### src/rtl/xibus_pkg.sv
// XiBus target shared definitions: transfer-mode/AD encodings, byte enables, FSM states.
package xibus_pkg;

    // {tm1n, tm0n} transfer modes (active-low bits as seen on the bus)
    localparam logic [1:0] TM_READ  = 2'b11;
    localparam logic [1:0] TM_WBYTE = 2'b00;
    localparam logic [1:0] TM_WWIDE = 2'b01;

    // AD[1:0] sub-codes for byte writes
    localparam logic [1:0] AD_BYTE0 = 2'b00;
    localparam logic [1:0] AD_BYTE1 = 2'b10;
    localparam logic [1:0] AD_BYTE2 = 2'b01;
    localparam logic [1:0] AD_BYTE3 = 2'b11;

    // AD[1:0] sub-codes for word/half writes and reads
    localparam logic [1:0] AD_WORD  = 2'b00;
    localparam logic [1:0] AD_HALF0 = 2'b01;
    localparam logic [1:0] AD_HALF1 = 2'b11;

    localparam logic [3:0] BE_WORD  = 4'b1111;
    localparam logic [3:0] BE_HALF0 = 4'b0011;
    localparam logic [3:0] BE_HALF1 = 4'b1100;
    localparam logic [3:0] BE_BYTE0 = 4'b0001;
    localparam logic [3:0] BE_BYTE1 = 4'b0010;
    localparam logic [3:0] BE_BYTE2 = 4'b0100;
    localparam logic [3:0] BE_BYTE3 = 4'b1000;

    typedef enum logic [1:0] {
        ST_IDLE  = 2'd0,
        ST_WDATA = 2'd1,
        ST_REQ   = 2'd2,
        ST_RESP  = 2'd3
    } state_e;

endpackage

### src/rtl/xibus_tm_decoder.sv
// Combinational {tm1n,tm0n,ad[1:0]} -> {we, be, illegal}; inverse of the CPU-side encoder.
// Zero latency; no flow control. Illegal codes report we=0, be=0.
module xibus_tm_decoder
    import xibus_pkg::*;
(
    input  logic [1:0] tm,
    input  logic [1:0] ad_lo,
    output logic       we,
    output logic [3:0] be,
    output logic       illegal
);

    always_comb begin
        we      = 1'b0;
        be      = 4'b0000;
        illegal = 1'b1;
        case (tm)
            TM_READ: begin
                if (ad_lo == AD_WORD) begin
                    be      = BE_WORD;
                    illegal = 1'b0;
                end
            end
            TM_WBYTE: begin
                we      = 1'b1;
                illegal = 1'b0;
                case (ad_lo)
                    AD_BYTE0: be = BE_BYTE0;
                    AD_BYTE1: be = BE_BYTE1;
                    AD_BYTE2: be = BE_BYTE2;
                    default:  be = BE_BYTE3;
                endcase
            end
            TM_WWIDE: begin
                case (ad_lo)
                    AD_WORD: begin
                        we = 1'b1; be = BE_WORD; illegal = 1'b0;
                    end
                    AD_HALF0: begin
                        we = 1'b1; be = BE_HALF0; illegal = 1'b0;
                    end
                    AD_HALF1: begin
                        we = 1'b1; be = BE_HALF1; illegal = 1'b0;
                    end
                    default: ;
                endcase
            end
            default: ;
        endcase
    end

endmodule

### src/rtl/xibus_target.sv
// XiBus target: decodes the address cycle, runs a req/ack local access, returns a one-cycle rdy/err.
// Latency read T2 / write T3 / illegal T1 from bus_adrcy; loc_req held until loc_ack or TIMEOUT cycles.
module xibus_target
    import xibus_pkg::*;
#(
    parameter logic [31:0] BASE_ADDR = 32'h0000_0000,
    parameter logic [31:0] ADDR_MASK = 32'hFFFF_0000,
    parameter int unsigned TIMEOUT   = 16
) (
    input  logic        clk,
    input  logic        rst,
    input  logic        bus_adrcy,
    input  logic [31:0] bus_ad_i,
    input  logic        bus_tm1n,
    input  logic        bus_tm0n,
    output logic [31:0] bus_ad_o,
    output logic        bus_ad_oe,
    output logic        bus_rdy_o,
    output logic        bus_err_o,
    output logic        loc_req,
    output logic        loc_we,
    output logic [31:0] loc_addr,
    output logic [3:0]  loc_be,
    output logic [31:0] loc_wdata,
    input  logic        loc_ack,
    input  logic [31:0] loc_rdata
);

    localparam logic [15:0] CNT_LAST = 16'(TIMEOUT - 1);

    state_e      state_q, state_d;
    logic [15:0] cnt_q, cnt_d;
    logic        loc_req_q, loc_req_d;
    logic        loc_we_q, loc_we_d;
    logic [31:0] loc_addr_q, loc_addr_d;
    logic [3:0]  loc_be_q, loc_be_d;
    logic [31:0] loc_wdata_q, loc_wdata_d;
    logic [31:0] bus_ad_o_q, bus_ad_o_d;
    logic        bus_ad_oe_q, bus_ad_oe_d;
    logic        bus_rdy_q, bus_rdy_d;
    logic        bus_err_q, bus_err_d;

    logic        dec_we;
    logic [3:0]  dec_be;
    logic        dec_illegal;
    logic        hit;

    xibus_tm_decoder u_dec (
        .tm      ({bus_tm1n, bus_tm0n}),
        .ad_lo   (bus_ad_i[1:0]),
        .we      (dec_we),
        .be      (dec_be),
        .illegal (dec_illegal)
    );

    assign hit = bus_adrcy && ((bus_ad_i & ADDR_MASK) == (BASE_ADDR & ADDR_MASK));

    always_comb begin
        state_d     = state_q;
        cnt_d       = cnt_q;
        loc_req_d   = loc_req_q;
        loc_we_d    = loc_we_q;
        loc_addr_d  = loc_addr_q;
        loc_be_d    = loc_be_q;
        loc_wdata_d = loc_wdata_q;
        bus_ad_o_d  = bus_ad_o_q;
        bus_ad_oe_d = bus_ad_oe_q;
        bus_rdy_d   = bus_rdy_q;
        bus_err_d   = bus_err_q;

        case (state_q)
            ST_IDLE: begin
                if (hit) begin
                    loc_addr_d = {bus_ad_i[31:2], 2'b00};
                    loc_be_d   = dec_be;
                    loc_we_d   = dec_we;
                    if (dec_illegal) begin
                        state_d   = ST_RESP;
                        bus_rdy_d = 1'b1;
                        bus_err_d = 1'b1;
                    end else if (dec_we) begin
                        state_d = ST_WDATA;
                    end else begin
                        state_d   = ST_REQ;
                        loc_req_d = 1'b1;
                        cnt_d     = 16'd0;
                    end
                end
            end
            ST_WDATA: begin
                loc_wdata_d = bus_ad_i;
                state_d     = ST_REQ;
                loc_req_d   = 1'b1;
                cnt_d       = 16'd0;
            end
            ST_REQ: begin
                // ack takes priority over a timeout landing in the same cycle
                if (loc_ack) begin
                    state_d   = ST_RESP;
                    loc_req_d = 1'b0;
                    bus_rdy_d = 1'b1;
                    bus_err_d = 1'b0;
                    if (!loc_we_q) begin
                        bus_ad_o_d  = loc_rdata;
                        bus_ad_oe_d = 1'b1;
                    end
                end else if (cnt_q == CNT_LAST) begin
                    state_d   = ST_RESP;
                    loc_req_d = 1'b0;
                    bus_rdy_d = 1'b1;
                    bus_err_d = 1'b1;
                end else begin
                    cnt_d = cnt_q + 16'd1;
                end
            end
            default: begin
                // RESP: outputs return to their idle-low values
                state_d     = ST_IDLE;
                cnt_d       = 16'd0;
                loc_we_d    = 1'b0;
                loc_addr_d  = 32'd0;
                loc_be_d    = 4'd0;
                loc_wdata_d = 32'd0;
                bus_ad_o_d  = 32'd0;
                bus_ad_oe_d = 1'b0;
                bus_rdy_d   = 1'b0;
                bus_err_d   = 1'b0;
            end
        endcase
    end

    always_ff @(posedge clk) begin
        if (rst) begin
            state_q     <= ST_IDLE;
            cnt_q       <= 16'd0;
            loc_req_q   <= 1'b0;
            loc_we_q    <= 1'b0;
            loc_addr_q  <= 32'd0;
            loc_be_q    <= 4'd0;
            loc_wdata_q <= 32'd0;
            bus_ad_o_q  <= 32'd0;
            bus_ad_oe_q <= 1'b0;
            bus_rdy_q   <= 1'b0;
            bus_err_q   <= 1'b0;
        end else begin
            state_q     <= state_d;
            cnt_q       <= cnt_d;
            loc_req_q   <= loc_req_d;
            loc_we_q    <= loc_we_d;
            loc_addr_q  <= loc_addr_d;
            loc_be_q    <= loc_be_d;
            loc_wdata_q <= loc_wdata_d;
            bus_ad_o_q  <= bus_ad_o_d;
            bus_ad_oe_q <= bus_ad_oe_d;
            bus_rdy_q   <= bus_rdy_d;
            bus_err_q   <= bus_err_d;
        end
    end

    assign loc_req   = loc_req_q;
    assign loc_we    = loc_we_q;
    assign loc_addr  = loc_addr_q;
    assign loc_be    = loc_be_q;
    assign loc_wdata = loc_wdata_q;
    assign bus_ad_o  = bus_ad_o_q;
    assign bus_ad_oe = bus_ad_oe_q;
    assign bus_rdy_o = bus_rdy_q;
    assign bus_err_o = bus_err_q;

endmodule

### config.mk
export PLATFORM = sky130hd
export DESIGN_NAME = xibus_target
export DESIGN_NICKNAME = d
export VERILOG_FILES = /design/src/rtl/xibus_pkg.sv /design/src/rtl/xibus_tm_decoder.sv /design/src/rtl/xibus_target.sv
export SDC_FILE = /design/constraint.sdc
export NUM_CORES = 1
export LEC_CHECK = 0
export ABC_CLOCK_PERIOD_IN_PS = 2000
export BUFFER_PORTS_ARGS = -buffer_cell sky130_fd_sc_hd__buf_2
export CORE_AREA = 2 2 98 119
export CTS_BUF_LIST = sky130_fd_sc_hd__clkbuf_4
export CTS_CLUSTER_DIAMETER = 80
export DETAILED_ROUTE_END_ITERATION = 8
export DIE_AREA = 0 0 100 121
export GPL_TIMING_DRIVEN = 0
export PLACE_DENSITY = 0.88
export SYNTH_ARGS = -nofsm -noshare
export SYNTH_HDL_FRONTEND = slang
export SYNTH_SLANG_ARGS = --single-unit
### constraint.sdc
create_clock -name clk -period 2 [get_ports clk]
set_input_delay 0 -clock clk [delete_from_list [all_inputs] [get_ports clk]]
set_output_delay 0 -clock clk [all_outputs]
set_load 0.1 [all_outputs]
==> results.md, run 1 <==
* FF+latch count, synth at 121
* Min Hold Slack at 41.2 ps
* Pwr/cell area at 1200 nW/um^2
* FILL cells at 872
* Num CTS Buffers at 17
* Synthesis warning total at 0
* Final std cells w/o fill at 1029
* Post-route cell area at 7310 um^2
* GRT Util Overall at 28.1%
* Post-route DRC violation count at 0
* CTS tree: yes
* P_leak at 3.01 nW
* Post-synth EDFFs at 0
* Commonest non-fill, non-tap cells in the layout: 172 x buf_2, 112 x dfxtp_1, 94 x a21oi_1, 92 x nand3_1, 79 x nand2_1
* Final worst slack at -240 ps
* Layout cell share with drive strength beyond 1 at 30.8%
* Largest net degree at the start of global routing at 17
* Worst VDD drop at 0.904 mV
* CP arrival at 2690 ps
* RSZ-0062 raised after global routing: true
* Synth Instances at 628
* # setup viols final at 17
* Io pins at 175
* Drt pass-1 iters at 7
* Overflow after GRT at 0
* WL final at 17.7 mm
* CTS Sinks at 121
* Skew final at 16.2 ps
* Die X at 100 um
* Headroom to the max-slew limit at 54.5%
* Post-place setup slack at -355 ps
* F_max at 0.446 GHz
* Initial drt markers at 441
* Min Tclk post-route at 2240 ps
* Sequential cell area fraction in the yosys report at 47.7%
* Actual slew at the worst max-slew pin at 683 ps
* Commonest non-fill, non-tap cell in the layout: buf_2
* Core footprint at 10900 um^2
* # rows at 42
* Period utilisation layout at 112%
* Register area at 2440 um^2
* Initial antenna violation count at 0
* Routed WL per cell at 17.2 um
* Die height at 121 um
* Post-Syn Area at 5080 um^2
* Max-cap viol count at 0
* Crit Path Class: reg2reg
* Nets@finish at 966
* Power Total at 8.73 mW
* Hold Vio Cnt, Final at 0
* Placed Instances at 931
* Placed wire-length estimate at 10.8 mm
* Clk_lat worst skew at 520 ps
* Syn-to-layout area delta at 43.9%
* Routed vias at 5946
* Vias per cell at 5.78
* Initial Util at 46.5%
* Netlist cell types at 41
* CTS clk-pin slew, worst paths at 120 ps
* Ant. Diodes at 0
* Async SR Flop Fraction at 0%
* H-tree levels at 4
* Port Buffers at 170
* Core Util, Final at 66.9%
* Vias in the first global route at 5658
* Synth Flop Type: dfxtp_1
* Placer congestion estimate at 0.982
* Final ANT Viol Nets at 0
* Crit end category: register
* Root buf cell: clkbuf_4
* Die ar. at 12100 um^2
* Max-slew violations at 0
* Global-route wire length before repair at 27.2 mm
* HP Class: in2reg
* Status: complete, but fails checks
* Setup TNS at -2330 ps
* Setup crit start kind: register
* Maximum buffer depth of the clock tree at 2
* Violated checks: setup timing
* Syn avg cell area at 8.09 um^2
* Critical path required time at 2450 ps
* Max FO, Critical Path at 5
* Area of the multi-input gates at 2560 um^2
* Placed inst area at 6100 um^2
-- report_power, final --
part,total (mW),switching (mW),internal (mW)
logic,4.15,3.19,0.960
registers,2.72,0.122,2.60
clock network,1.86,0.994,0.866
-- sequential cells by signal, summed over array words and instances, names as in the netlist --
signal / flops
bus_rdy_o: 1
bus_err_o: 1
loc_wdata: 32
state_q: 2
loc_we: 1
loc_be: 4
bus_ad_oe: 1
loc_req: 1
cnt_q: 16
bus_ad_o: 32
loc_addr: 30
-- final timing paths --
check / start / endpoint / slack [ps] / cells past startpoint
min reg2reg: loc_wdata[25] / loc_wdata[25] / 450 / 2
max reg2reg: cnt_q[14] / state_q[1] / -240 / 5
min: bus_tm0n / loc_be[0] / 40 / 5
max: cnt_q[14] / state_q[1] / -240 / 5
-- layout make-up --
type                    instances  share of cell area, %
multi-input cells             443                   35.0
flip-flops and latches        121                   33.4
repair buffers                241                   21.2
plain buffers                  51                   3.58
clock inverters                15                   2.36
well taps                     132                   2.26
clock buffers                  17                   1.75
inverters                       9                  0.462
-- logic make-up after synthesis --
family	synth area share, %
buffers and inverters	4.95
AO/OA/AOI/OAI	17.3
adder cells (fa/ha/maj)	2.96
flip-flops	47.7
AND/OR/NAND/NOR	27.0
other	0.0738
-- repair_timing --
action,4_1_cts,5_1_grt
hold endpoints to repair,84,0
gates cloned,0,1
gates resized for setup,42,71
buffers inserted,2,2
endpoints found under the setup margin,103,109
hold buffers,66,0
pin swaps,1,12
-- routing by layer --
metal	share of wire (%)	up-vias	track usage, %
met5	0	-	0
met1	37	2774	31.7
met4	3.9	0	12.6
met3	8.8	64	6.51
li1	-	2745	-
met2	51	363	50.1
-- critical path: stages, from the launching register on --
cell,delay (ps)
dfxtp_4,390
or4_4,500
o41a_1,500
and2_4,180
or4_4,480
a21oi_2,120
-- synth_stat cells, types with 2 or more instances --
master / count / area [um^2]
a31oi_1: 16 / 100
nand3_1: 95 / 475
nor3b_1: 6 / 45.0
a21oi_1: 96 / 480
dfxtp_1: 121 / 2420
and3_1: 3 / 18.8
nor2b_1: 2 / 12.5
and2_1: 19 / 119
nor4_1: 3 / 18.8
o211ai_1: 2 / 15.0
nand2_1: 80 / 300
nand4_1: 15 / 93.8
a21bo_2: 2 / 20.0
clkbuf_1: 53 / 199
a211oi_1: 3 / 22.5
nor4b_1: 2 / 17.5
inv_1: 8 / 30.0
nor2_1: 7 / 26.3
or4b_2: 2 / 20.0
nor3_1: 5 / 25.0
or4_1: 9 / 67.6
ha_1: 12 / 150
nand2b_1: 13 / 81.3
o2111ai_1: 2 / 17.5
or3_1: 3 / 18.8
buf_4: 2 / 15.0
o21ai_0: 33 / 165
Note: power is estimated with default switching activity, not from simulation.
==> inputs of run 2 (changes only) <==
--- a/config.mk
+++ b/config.mk
@@ -7,13 +7,15 @@
 export LEC_CHECK = 0
 export ABC_CLOCK_PERIOD_IN_PS = 2000
 export BUFFER_PORTS_ARGS = -buffer_cell sky130_fd_sc_hd__buf_2
-export CORE_AREA = 2 2 98 119
+export CORE_AREA = 2 2 99 120
 export CTS_BUF_LIST = sky130_fd_sc_hd__clkbuf_4
 export CTS_CLUSTER_DIAMETER = 80
 export DETAILED_ROUTE_END_ITERATION = 8
-export DIE_AREA = 0 0 100 121
+export DIE_AREA = 0 0 101 122
 export GPL_TIMING_DRIVEN = 0
-export PLACE_DENSITY = 0.88
+export PLACE_DENSITY = 0.87
+export SLEW_MARGIN = 20
 export SYNTH_ARGS = -nofsm -noshare
 export SYNTH_HDL_FRONTEND = slang
+export SYNTH_HIERARCHICAL = 1
 export SYNTH_SLANG_ARGS = --single-unit
==> run 2 against run 1 <==
  * The flow still finishes with violations (setup timing)
  * Register-to-register slack better by 210 ps
  * Synthesized cell count is 0.32% lower
  * Clock power shrank 7%
  * Via count down 0.81%
  * Critical endpoint is now cnt_q[11]
==> results.md, run 2 <==
* Synthesis warning total at 6 (was 0)
* Core Util, Final at 65.1% (was 66.9%)
* Die height at 122 um (was 121 um)
* Setup TNS at -45.6 ps (was -2330 ps)
* # rows at 43 (was 42)
* Hold Vio Cnt, Final at 0 (unchanged)
* Pwr/cell area at 1220 nW/um^2 (was 1200 nW/um^2)
* Worst VDD drop at 1.05 mV (was 0.904 mV)
* Actual slew at the worst max-slew pin at 655 ps (was 683 ps)
* Post-route DRC violation count at 0 (unchanged)
* Bufs and invs on worst path at 0 (unchanged)
* Min Tclk post-route at 2030 ps (was 2240 ps)
* Max FO, Critical Path at 5 (unchanged)
* Crit end category: register (unchanged)
* Num CTS Buffers at 17 (unchanged)
* Layout cell share with drive strength beyond 1 at 30.3% (was 30.8%)
* Max-cap viol count at 0 (unchanged)
* Syn avg cell area at 8.20 um^2 (was 8.09 um^2)
* Io pins at 175 (unchanged)
* Synth Instances at 626 (was 628)
* Core footprint at 11300 um^2 (was 10900 um^2)
* Crit path cell chain: ha_4 > and3_4 > a41o_1 > or3_4 > or4b_1 > a31oi_1 (was or4_4 > o41a_1 > and2_4 > or4_4 > a21oi_2)
* Vias per cell at 5.67 (was 5.78)
* Post-synth top cells: 121 x dfxtp_1, 96 x a21oi_1, 87 x nand3_1, 86 x nand2_1, 51 x clkbuf_1 (was 121 x dfxtp_1, 96 x a21oi_1, 95 x nand3_1, 80 x nand2_1, 53 x clkbuf_1)
* P_leak at 3.04 nW (was 3.01 nW)
* Commonest non-fill, non-tap cells in the layout: 176 x buf_2, 113 x dfxtp_1, 94 x a21oi_1, 87 x nand3_1, 83 x nand2_1 (was 172 x buf_2, 112 x dfxtp_1, 94 x a21oi_1, 92 x nand3_1, 79 x nand2_1)
* # setup viols final at 2 (was 17)
* HP Class: in2reg (unchanged)
* Nets@finish at 974 (was 966)
* Routed vias at 5898 (was 5946)
* Yosys top cell by area: dfxtp_1 (unchanged)
* CP arrival at 2480 ps (was 2690 ps)
* Initial drt markers at 383 (was 441)
* Initial antenna violation count at 0 (unchanged)
* Crit Path Class: reg2reg (unchanged)
* CTS Sinks at 121 (unchanged)
* Drt pass-1 iters at 5 (was 7)
* Largest net degree at the start of global routing at 17 (unchanged)
* RSZ-0062 raised after global routing: true (unchanged)
* FF+latch count, synth at 121 (unchanged)
* Placed wire-length estimate at 10.9 mm (was 10.8 mm)
* Final ANT Viol Nets at 0 (unchanged)
* Clk_lat worst skew at 510 ps (was 520 ps)
* Synth Flop Type: dfxtp_1 (unchanged)
* Port Buffers at 171 (was 170)
* Violated checks: setup timing (unchanged)
* Syn-to-layout area delta at 43.4% (was 43.9%)
* H-tree levels at 4 (unchanged)
* CTS tree: yes (unchanged)
* Global-route wire length before repair at 26.6 mm (was 27.2 mm)
* Initial Util at 45.4% (was 46.5%)
* Netlist cell types at 46 (was 41)
* Status: complete, but fails checks (unchanged)
* Post-synth EDFFs at 0 (unchanged)
* Max-slew violations at 0 (unchanged)
* F_max at 0.492 GHz (was 0.446 GHz)
* Critical Path Max Stage Delay at 480 ps (was 500 ps)
* Synth area leaders: dfxtp_1 47%, a21oi_1 9.4%, nand3_1 8.5%, nand2_1 6.3%, clkbuf_1 3.7% (was dfxtp_1 48%, a21oi_1 9.5%, nand3_1 9.4%, nand2_1 5.9%, clkbuf_1 3.9%)
* Top-area cell type share of the netlist area at 47.2% (was 47.7%)
* Register-to-Register Path Depth at 6 (was 5)
* Critical path's top delay family: simple AND/OR/NAND/NOR gates (unchanged)
* Routed WL per cell at 16.7 um (was 17.2 um)
* Placer congestion estimate at 0.943 (was 0.982)
* CTS clk-pin slew, worst paths at 120 ps (about the same)
* Die ar. at 12300 um^2 (was 12100 um^2)
* WL final at 17.4 mm (was 17.7 mm)
* Final worst slack at -33.6 ps (was -240 ps)
* Headroom to the max-slew limit at 56.3% (was 54.5%)
* Critical path required time at 2450 ps (about the same)
* Post-Syn Area at 5130 um^2 (was 5080 um^2)
* Sequential cell area fraction in the yosys report at 47.2% (was 47.7%)
* Setup crit start kind: register (unchanged)
* Vias in the first global route at 5664 (was 5658)
* Slowest CP cell: or4b_1 (was or4_4)
* Skew final at 22.9 ps (was 16.2 ps)
* Root buf cell: clkbuf_4 (unchanged)
* GRT Util Overall at 27.1% (was 28.1%)
* Period utilisation layout at 102% (was 112%)
* Async SR Flop Fraction at 0% (unchanged)
* Ant. Diodes at 0 (unchanged)
* Die X at 101 um (was 100 um)
* Crit path depth at 6 (was 5)
* Count leader, synth: dfxtp_1 (unchanged)
* Worst Hold Depth at 4 (was 5)
* Maximum buffer depth of the clock tree at 2 (unchanged)
* Commonest non-fill, non-tap cell in the layout: buf_2 (unchanged)
* Overflow after GRT at 0 (unchanged)
run 2: changes by cell type after synthesis, moves of 4 or more:
cell | previous run | this run
nand3_1 | 95 | 87
nor2b_1 | 2 | 6
nand2b_1 | 13 | 3
nand2_1 | 80 | 86
a31oi_1 | 16 | 12
nand4_1 | 15 | 28
or4_1 | 9 | 1
run 2: what timing repair did:
item                                    in CTS  in global routing
endpoints found under the hold margin       97                  0
endpoints found under the setup margin     102                113
pin swaps                                    4                  4
setup buffers                                6                  5
hold buffers                                68                  0
gates resized for setup                     28                 53
run 2: power breakdown:
group	switching [mW]	internal [mW]	leakage [nW]
Combinational	3.53	0.900	1.92
Sequential	0.156	2.69	0.982
Clock	0.984	0.742	0.140
Total	4.67	4.33	3.04
run 2: cell families after synthesis:
logic type | after synthesis | share of synthesized area (%)
flip-flops | 121 | 47.2
adder cells (fa/ha/maj) | 11 | 2.68
multiplexers | 2 | 0.439
buffers and inverters | 64 | 5.12
other | 1 | 0.0731
AND/OR/NAND/NOR | 271 | 27.3
AO/OA/AOI/OAI | 156 | 17.2
run 2: layer usage:
| metal | vias to the layer above | GRT usage [%] | routed length (um) |
|---|---|---|---|
| li1 | 2784 | - | - |
| met1 | 2709 | 29.7 | 6460 |
| met2 | 344 | 47.9 | 8830 |
| met3 | 61 | 7.29 | 1480 |
| met4 | 0 | 13.5 | 626 |
| met5 | - | 0 | 0 |
run 2: metrics by stage:
step                      cells  setup WS [ps]  total power [mW]  hold WS, ps  cell area, um^2
after floorplan             627          -8.75              6.13          152             5170
after global placement      933           -342              6.96          271             6200
after detailed placement    933           -416              6.98          274             6200
after CTS                  1036          -20.8              8.83         8.69             7250
after global routing       1040          -82.5              9.37         12.8             7360
final                      1040          -33.6              9.00         47.1             7360
run 2: path summary, 6_finish.rpt:
check	start	endpoint	slack (ps)
max	cnt_q[1]	cnt_q[11]	-30
max reg2reg	cnt_q[1]	cnt_q[11]	-30
min	bus_tm0n	loc_be[3]	50
min reg2reg	bus_ad_o[31]	bus_ad_o[31]	460
run 2: cell type report:
class                   count  area [um^2]
fillers                   921         3940
multi-input cells         442         2560
flip-flops and latches    121         2440
repair buffers            250         1620
plain buffers              52          263
well taps                 135          169
clock inverters            14          148
clock buffers              17          128
inverters                   9         33.8
run 2: worst register-to-register path, stage by stage (launching register included):
cell and delay (ps):
dfxtp_4 370, ha_4 160, and3_4 180, a41o_1 260
or3_4 360, or4b_1 480, a31oi_1 170
